## config.mk

```make
export PLATFORM = sky130hd
export DESIGN_NAME = cascade_time_counter
export DESIGN_NICKNAME = d
export VERILOG_FILES = /design/src/rtl/cascade_counter_pkg.sv /design/src/rtl/hold_repeater.sv /design/src/rtl/cascade_time_counter.sv
export SDC_FILE = /design/constraint.sdc
export NUM_CORES = 1
export LEC_CHECK = 0
export ABC_AREA = 1
export CAP_MARGIN = 5
export CORE_MARGIN = 4
export CORE_UTILIZATION = 35
export CTS_CLUSTER_DIAMETER = 120
export CTS_CLUSTER_SIZE = 16
export DETAILED_ROUTE_END_ITERATION = 8
export PLACE_DENSITY = 0.59
export SLEW_MARGIN = 20
export SYNTH_ARGS = -nofsm -noshare
export SYNTH_HDL_FRONTEND = slang
export SYNTH_SLANG_ARGS = --single-unit
```

## constraint.sdc

```tcl
create_clock -name clk -period 4.7 [get_ports clk]
set_input_delay 1.175 -clock clk [delete_from_list [all_inputs] [get_ports clk]]
set_output_delay 1.175 -clock clk [all_outputs]
set_load 0.05 [all_outputs]
```

## src/rtl/cascade_counter_pkg.sv

```systemverilog
// Shared types and helpers for the cascaded multi-field time counter.
// Optional feature macro used by the top: AUTO_REPEAT_EN.
package cascade_counter_pkg;

  typedef enum logic [1:0] {
    RUN_UP   = 2'd0,
    RUN_DOWN = 2'd1,
    SET      = 2'd2,
    CLEAR    = 2'd3
  } mode_t;

  // Widest packed vector / field the helper can slice.
  localparam int unsigned VEC_W = 64;
  localparam int unsigned FLD_W = 16;

  // Extract field idx of width fw from a packed field vector.
  function automatic logic [FLD_W-1:0] field_of(input logic [VEC_W-1:0] vec,
                                                input int unsigned       idx,
                                                input int unsigned       fw);
    logic [VEC_W-1:0] sh;
    sh = (vec >> (idx * fw)) & ((VEC_W'(1) << fw) - VEC_W'(1));
    return FLD_W'(sh);
  endfunction

endpackage

```

## src/rtl/hold_repeater.sv

```systemverilog
// Turns a held step-request level into step pulses: one on the rising edge,
// one more after HOLD_CYC cycles held, then one every RPT_CYC cycles.
// Dropping the level or i_en restarts the sequence.
module hold_repeater #(
  parameter int unsigned HOLD_CYC = 50_000_000,
  parameter int unsigned RPT_CYC  = 10_000_000
) (
  input  logic clk,
  input  logic reset,
  input  logic i_en,
  input  logic i_lvl,
  output logic o_step
);

  localparam int unsigned TMAX = (HOLD_CYC > RPT_CYC) ? HOLD_CYC : RPT_CYC;
  localparam int unsigned TW   = (TMAX > 1) ? $clog2(TMAX + 1) : 1;
  localparam logic [TW-1:0] HOLD_LD = TW'(HOLD_CYC - 1);
  localparam logic [TW-1:0] RPT_LD  = TW'(RPT_CYC - 1);

  logic          r_prev;
  logic [TW-1:0] r_tmr;
  logic          w_act;
  logic          w_rise;

  assign w_act  = i_en & i_lvl;
  assign w_rise = w_act & ~r_prev;
  // Timer reaching zero while still held is the repeat point.
  assign o_step = w_rise | (w_act & r_prev & (r_tmr == '0));

  // Edge tracking and hold/repeat down-counter.
  always_ff @(posedge clk or posedge reset) begin
    if (reset) begin
      r_prev <= 1'b0;
      r_tmr  <= '0;
    end else begin
      r_prev <= w_act;
      if (!w_act)
        r_tmr <= '0;
      else if (w_rise)
        r_tmr <= HOLD_LD;
      else if (r_tmr == '0)
        r_tmr <= RPT_LD;
      else
        r_tmr <= r_tmr - 1'b1;
    end
  end

endmodule

```

## src/rtl/cascade_time_counter.sv

```systemverilog
// Multi-field cascaded counter (e.g. HH:MM:SS) with per-field radix,
// up/down run, per-field set and clamped parallel load.
// Define AUTO_REPEAT_EN to make inc/dec held levels with hold/repeat stepping;
// otherwise every asserted inc/dec cycle in SET is one step.
module cascade_time_counter
  import cascade_counter_pkg::*;
#(
  parameter int unsigned       NF       = 3,
  parameter int unsigned       FW       = 6,
  parameter logic [NF*FW-1:0]  MAX_VEC  = {6'd23, 6'd59, 6'd59},
  parameter int unsigned       HOLD_CYC = 50_000_000,
  parameter int unsigned       RPT_CYC  = 10_000_000,
  localparam int unsigned      SELW     = (NF > 1) ? $clog2(NF) : 1
) (
  input  logic             clk,
  input  logic             reset,
  input  logic             i_tick,
  input  mode_t            i_mode,
  input  logic [SELW-1:0]  i_sel,
  input  logic             i_inc,
  input  logic             i_dec,
  input  logic             i_load,
  input  logic [NF*FW-1:0] i_load_val,
  output logic [NF*FW-1:0] o_cnt,
  output logic             o_carry_out,
  output logic             o_done
);

  logic [NF*FW-1:0] r_cnt;
  logic             r_carry;
  logic             r_done;

  logic [NF:0]      w_all_max;
  logic [NF:0]      w_all_zero;
  logic [NF*FW-1:0] w_up_cnt;
  logic [NF*FW-1:0] w_dn_cnt;
  logic [NF*FW-1:0] w_set_cnt;
  logic [NF*FW-1:0] w_load_cnt;
  logic             w_inc_step;
  logic             w_dec_step;

`ifdef AUTO_REPEAT_EN
  hold_repeater #(.HOLD_CYC(HOLD_CYC), .RPT_CYC(RPT_CYC)) u_rep_inc (
    .clk    (clk),
    .reset  (reset),
    .i_en   (i_mode == SET),
    .i_lvl  (i_inc),
    .o_step (w_inc_step)
  );

  hold_repeater #(.HOLD_CYC(HOLD_CYC), .RPT_CYC(RPT_CYC)) u_rep_dec (
    .clk    (clk),
    .reset  (reset),
    .i_en   (i_mode == SET),
    .i_lvl  (i_dec),
    .o_step (w_dec_step)
  );
`else
  logic w_unused_cfg;
  assign w_unused_cfg = ^{32'(HOLD_CYC), 32'(RPT_CYC)};
  assign w_inc_step   = i_inc;
  assign w_dec_step   = i_dec;
`endif

  // Field i moves only when every lower field sits at its wrap point.
  assign w_all_max[0]  = 1'b1;
  assign w_all_zero[0] = 1'b1;

  for (genvar gi = 0; gi < NF; gi++) begin : g_field
    logic [FW-1:0] w_f;
    logic [FW-1:0] w_m;
    logic [FW-1:0] w_lv;
    logic [FW-1:0] w_inc_v;
    logic [FW-1:0] w_dec_v;
    logic          w_at_max;
    logic          w_at_zero;
    logic          w_sel_hit;

    assign w_f       = FW'(field_of(VEC_W'(r_cnt), gi, FW));
    assign w_m       = FW'(field_of(VEC_W'(MAX_VEC), gi, FW));
    assign w_lv      = FW'(field_of(VEC_W'(i_load_val), gi, FW));
    assign w_at_max  = (w_f == w_m);
    assign w_at_zero = (w_f == '0);
    assign w_inc_v   = w_at_max  ? '0  : w_f + 1'b1;
    assign w_dec_v   = w_at_zero ? w_m : w_f - 1'b1;
    assign w_sel_hit = (i_sel == SELW'(gi));

    assign w_all_max[gi+1]  = w_all_max[gi]  & w_at_max;
    assign w_all_zero[gi+1] = w_all_zero[gi] & w_at_zero;

    assign w_up_cnt[gi*FW +: FW]   = w_all_max[gi]  ? w_inc_v : w_f;
    assign w_dn_cnt[gi*FW +: FW]   = w_all_zero[gi] ? w_dec_v : w_f;
    assign w_set_cnt[gi*FW +: FW]  = w_sel_hit ? (w_inc_step ? w_inc_v : w_dec_v) : w_f;
    assign w_load_cnt[gi*FW +: FW] = (w_lv > w_m) ? w_m : w_lv;
  end

  // Counter update with load > CLEAR > SET step > RUN tick priority.
  always_ff @(posedge clk or posedge reset) begin
    if (reset) begin
      r_cnt   <= '0;
      r_carry <= 1'b0;
      r_done  <= 1'b0;
    end else begin
      r_carry <= 1'b0;
      r_done  <= 1'b0;
      if (i_load) begin
        r_cnt <= w_load_cnt;
      end else begin
        case (i_mode)
          CLEAR: r_cnt <= '0;
          SET: begin
            if (w_inc_step ^ w_dec_step)
              r_cnt <= w_set_cnt;
          end
          RUN_UP: begin
            if (i_tick) begin
              r_cnt   <= w_up_cnt;
              r_carry <= w_all_max[NF];
            end
          end
          RUN_DOWN: begin
            // An all-zero count parks; done marks only the step into zero.
            if (i_tick && !w_all_zero[NF]) begin
              r_cnt  <= w_dn_cnt;
              r_done <= (w_dn_cnt == '0);
            end
          end
          default: r_cnt <= r_cnt;
        endcase
      end
    end
  end

  assign o_cnt       = r_cnt;
  assign o_carry_out = r_carry;
  assign o_done      = r_done;

endmodule

```

# After elaboration in Yosys (flattened, before gate mapping)
# Index checks and enable logic that the tools add are counted.
[classes]
n_addsub = 6
mul = 0
div_mod_pow = 0
order_cmp = 3
eq_ne = 16
shift = 0
mux = 30
bitwise = 5
n_reduce_logical = 11
[op_table]
columns = ["cell", "count"]
rows = [
  ["$mux W6", 19],
  ["$mux W18", 4],
  ["$pmux W18 S4", 1],
  ["$ne A3 B3 Y1 const B", 8],
  ["$add A6 B1 Y6 const B", 3],
  ["$logic_not A18 Y1", 1],
  ["$logic_not A6 Y1", 3],
  ["$sub A6 B1 Y6 const B", 3],
  ["$eq A6 B6 Y1 const B", 2],
  ["$gt A6 B6 Y1 const B", 2],
  ["$reduce_and A5 Y1", 2],
  ["$eq A2 B2 Y1 const B", 3],
  ["$eq A6 B5 Y1 const B", 1],
  ["$gt A6 B5 Y1 const B", 1],
  ["$mux W1", 6],
  ["$and A1 B1 Y1", 4],
  ["$eq A2 B1 Y1 const B", 2],
  ["$logic_not A2 Y1", 2],
  ["$reduce_and A4 Y1", 1],
  ["$logic_and A1 B1 Y1", 1],
  ["$logic_not A1 Y1", 1],
  ["$xor A1 B1 Y1", 1],
]
[totals]
register_bits = 20
latchBits = 0
ram_bits = 0
rom_bits = 0
input_bits = 28
out_inout_bits = 20
elab_cells = 76
memories = 0

# Depth between registers and ports, before layout
[depth]
depth_word = 8
ltp_mapped = 16
depth_no_buf = 15

# Least setup slack after synthesis
# OpenSTA, ideal clock, no wires.
[synth_path]
kind = "input to register"
startpoint = "input i_load"
endpoint = "register r_cnt[11] (netlist: o_cnt[11])"
setup_time_ps = 121
arrival_ps = 2240
required_time_ps = 4579
slack_ps = 2339
stages = 9
n_path_buf = 1
cell_sequence = "buf_2 nor3_1 nand2_1 nand2_1 inv_1 nand2_4 inv_1 nor2_1 a21oi_1"
[synth_via]
elab_chain_cells = 2
elab_cells_between_ends = 7
cone_classes = "eq/ne: 5; mux: 1; reduce/logical: 1"
[synth_lines]
columns = ["item", "line", "source"]
rows = [
  ["start, declared", "cascade_time_counter.sv:22", "input logic i_load,"],
  ["$ne A3 B3 Y1 (no source line)", "--", ""],
  ["$reduce_and A5 Y1 (no source line)", "--", ""],
  ["end signal, assigned", "cascade_time_counter.sv:107", "r_cnt <= w_load_cnt;"],
  ["end signal, assigned", "cascade_time_counter.sv:113", "r_cnt <= w_set_cnt;"],
  ["end signal, assigned", "cascade_time_counter.sv:117", "r_cnt <= w_up_cnt;"],
  ["end, declared", "cascade_time_counter.sv:29", "logic [NF*FW-1:0] r_cnt;"],
]
# Several ways; a longest one is shown, not always the timed one.
# A chain may end at the register's enable or synchronous reset.

# Final worst setup path
[layout_path]
startpoint = "input i_load"
endpoint = "register r_cnt[4] (netlist: o_cnt[4])"
[layout_via]
elab_chain_cells = 2
elab_cells_between_ends = 6
cone_classes = "eq/ne: 4; mux: 1; reduce/logical: 1"
[layout_lines]
columns = ["item"]
rows = [
  ["$ne A3 B3 Y1 (no source line)"],
  ["$reduce_and A4 Y1 (no source line)"],
]
# Several ways; a longest one is shown, not always the timed one.

==> summary by stage <==
Synthesis
The cell count after synthesis came out at 438. Synthesis inferred 20 register bits. Counting every net in the synthesized netlist gives 475. The share of synthesized area occupied by flip-flops and latches is 0.196. The count of yosys warnings during synthesis is 0. Dividing the synthesized area by the synthesized cell count gives 5.83 um2.

The synthesized netlist occupies a cell area of 2550 um2. The number of distinct library cells after synthesis is 33.

Clock tree
In this run, post-CTS repair resized a total of 0 instances. The cts-stage hold buffer count is 0. Buffers added to address setup during post-CTS repair amount to 0. The CTS buffer count is 3. The clock tree from TritonCTS is done. CTS built an H-tree with a depth of 1. The clock latency reported for the late side of the worst-skew pair is 280 ps. No sink is reached through more buffers than the 2 on the longest clock path. For this design, the sink count on the clock tree is 20. The cell at the root of the clock tree is clkbuf_8. Clock-pin slew was measured on the worst setup and hold paths at 100 ps.

Worst setup path
The number of buffers and inverters on the critical path is 2. The critical path goes through clkdlybuf4s50_1 > a211oi_1 > nand2_4 > nand2_2 > nor2_1 > inv_1 > nand2_1 > nand2_1. The highest net fanout along the worst path is 20. The worst endpoint required time is 4880 ps.

The worst setup path is captured at a flop. The standard cell with the maximum stage delay on the critical path is clkdlybuf4s50_1. The most frequent cell on the critical path is nand2_1. The critical path is of the in -> reg type.

Grouping stages by cell kind, the critical path spends the most delay in simple AND/OR/NAND/NOR gates. The nature of the critical path startpoint is a primary input. The arrival time at the worst endpoint is 3550 ps.

The highest cell delay on the worst timing path is 900 ps.

STA
The measured slew at the worst slew-check pin is 1010 ps. Setup repair after global routing left no endpoint under its margin. The number of hold violations in the final report is 0. Derived from the worst setup path, the maximum achievable clock frequency is 296 MHz.

In the finished design, the share of the clock period the worst path needs comes to 0.718. The number of pins with negative max-slew slack in the final report is 0. The tightest slew margin relative to the limit is 0.322. The minimum period implied by the final worst setup slack is 3380 ps.

Setup violations remaining at the end of the flow were counted as 0. The final total negative setup slack is 0 ps. The final setup slack of the worst path is 1320 ps.

For the final database, setup skew stands at 13.2 ps.

Global routing
The first global-routing pass estimated 12,800 um of wire. The number of global-route vias before repair is 2,679. The busiest metal layer after global routing is met2. The fraction of met1 tracks used by global routing is 0.248. Entering global routing, the biggest net connects 21 pins. The fraction of met3 tracks used by global routing is 0.0241. Global routing finished with a remaining overflow of 0.

The met2 track demand over resource in global routing is 0.301. In the global route stage, overall resource usage came out at 0.181. The number of antenna violations at the first check in global routing is 0.

Placement
At the end of routability-driven placement, the weighted congestion stood at 0.910. After detailed placement, the design holds a cell count of 569. The setup slack after placement is 997 ps.

The number of port buffers is 47. Detailed placement finished with a half-perimeter wire length of 6070 um.

Route
The number of nets with antenna violations after detailed routing is 0. In the routed layout, each cell is associated on average with a via count of 5.02. For this run, the detailed router's first-pass iteration total came to 7. In the final routed layout, each cell accounts on average for 13.6 um. The via count is 2,879. The detailed router finished its first iteration with 171 violations. The final routed wirelength across all metal layers is 7770 um.

The number of remaining DRC errors is 0.

Die
The number of placement rows is 30. The effective utilization at floorplan is 0.368. In this run the standard cell core region covers 6940 um2.

The horizontal extent of the die is 93.4 um. 48 I/O pins were placed. The area of the die is 8730 um2. In this run the vertical extent of the chip is 93.4 um.

Cells and area
The signed area change from the synthesized netlist to the final layout is 22.5%. The top cell types in the final layout, fill and taps aside, are 152 x nand2_1, 50 x nor2_1, 48 x inv_1. Of the cells placed in the final design, the portion with a size suffix greater than 1 is 0.0650. Leaving out fill and tap cells, the most frequent cell in the layout is nand2_1. The final net count is 515. The repair_antennas step left the layout with diodes totalling 0.

The finished layout holds 573 standard cells, fillers aside.

Power
Across the VDD grid, the largest voltage drop is 0.000166 V. In this run the power density over the cells is 324 nW/um2. In this run the static leakage power is 1.61 nW.

Min path
The min-delay analysis places its worst path in the category reg -> reg.

Job
Max-cap violations in this run came to 0.

Status
The flow ran to the end, and the final reports show no timing, DRC or antenna violations.
-- synthesized netlist by cell type, drive strengths merged --
cell / number / area (um2)
nand2: 162 / 653
nor2: 57 / 260
inv: 49 / 184
nand3: 43 / 240
o21ai: 30 / 169
a21oi: 28 / 151
dfrtp: 20 / 500
buf: 9 / 80.1
ha: 9 / 113
nand4: 8 / 50.1
xor2: 6 / 52.6
clkbuf: 4 / 15.0
nor3: 4 / 20.0
xnor2: 2 / 17.5
a211oi: 1 / 7.51
a21o: 1 / 7.51
a22oi: 1 / 7.51
clkinv: 1 / 3.75
o211ai: 1 / 7.51
o21a: 1 / 7.51
o22ai: 1 / 6.26
-- logic make-up (layout without fill, tap and decap cells) --
logic type,Yosys count,count (layout),synth area share
XOR/XNOR,8,8,0.0274
adder cells (fa/ha/maj),9,9,0.0441
flip-flops,20,20,0.196
buffers and inverters,63,102,0.111
AND/OR/NAND/NOR,274,274,0.479
AO/OA/AOI/OAI,64,64,0.143
-- stage by stage --
stage,hold slack [ps],total power [mW],cell area (um2),util
detailed placement,614,0.828,3060,0.440
global placement,614,0.827,3060,0.440
finish,633,1.01,3130,0.450
CTS,634,1.01,3130,0.450
floorplan,801,0.677,2550,-
global route,662,1.09,3130,0.450
-- state kept, by name, indices dropped and copies added, names as in the netlist --
| signal | cells |
|---|---|
| o_cnt | 18 |
| o_carry_out | 1 |
| o_done | 1 |
-- worst min-delay path, stage by stage, from the launching register on --
cell	delay, ps
dfrtp_1	470
nand2_1	80
nand2_1	60
-- layer usage --
layer  vias up  part of all wire  wire (um)
met5         -                 0          0
met3         9             0.057        440
li1       1478                 -          -
met4         0            0.0091         71
met2        97              0.46       3610
met1      1295              0.47       3660
-- path summary, 6_finish.rpt --
check | from | endpoint | slack [ps] | cells after the start
min reg2reg | o_cnt[17]$_DFFE_PP0P_ | o_cnt[17]$_DFFE_PP0P_ | 630 | 2
max in group asynchronous | reset | o_done$_DFF_PP0_ | 2800 | 2
min in group asynchronous | reset | o_cnt[2]$_DFFE_PP0P_ | 1370 | 2
max reg2reg | o_cnt[6]$_DFFE_PP0P_ | o_cnt[4]$_DFFE_PP0P_ | 1840 | 14
min | o_cnt[17]$_DFFE_PP0P_ | o_cnt[17]$_DFFE_PP0P_ | 630 | 2
max | i_load | o_cnt[4]$_DFFE_PP0P_ | 1320 | 8
-- power by group --
group          switching, mW  total, mW  internal (mW)
combinational          0.363      0.556          0.193
clock                 0.0705      0.184          0.114
sequential            0.0736      0.272          0.199
-- layout make-up --
| class | count | area [um2] |
|---|---|---|
| Fill cell | 761 | 3820 |
| Sequential cell | 20 | 500 |
| Multi-Input combinational cell | 355 | 1770 |
| Clock inverter | 1 | 30.0 |
| Tap cell | 96 | 120 |
| Inverter | 50 | 188 |
| Clock buffer | 3 | 41.3 |
| Timing Repair Buffer | 48 | 478 |
Note: power is estimated with default switching activity, not from simulation.
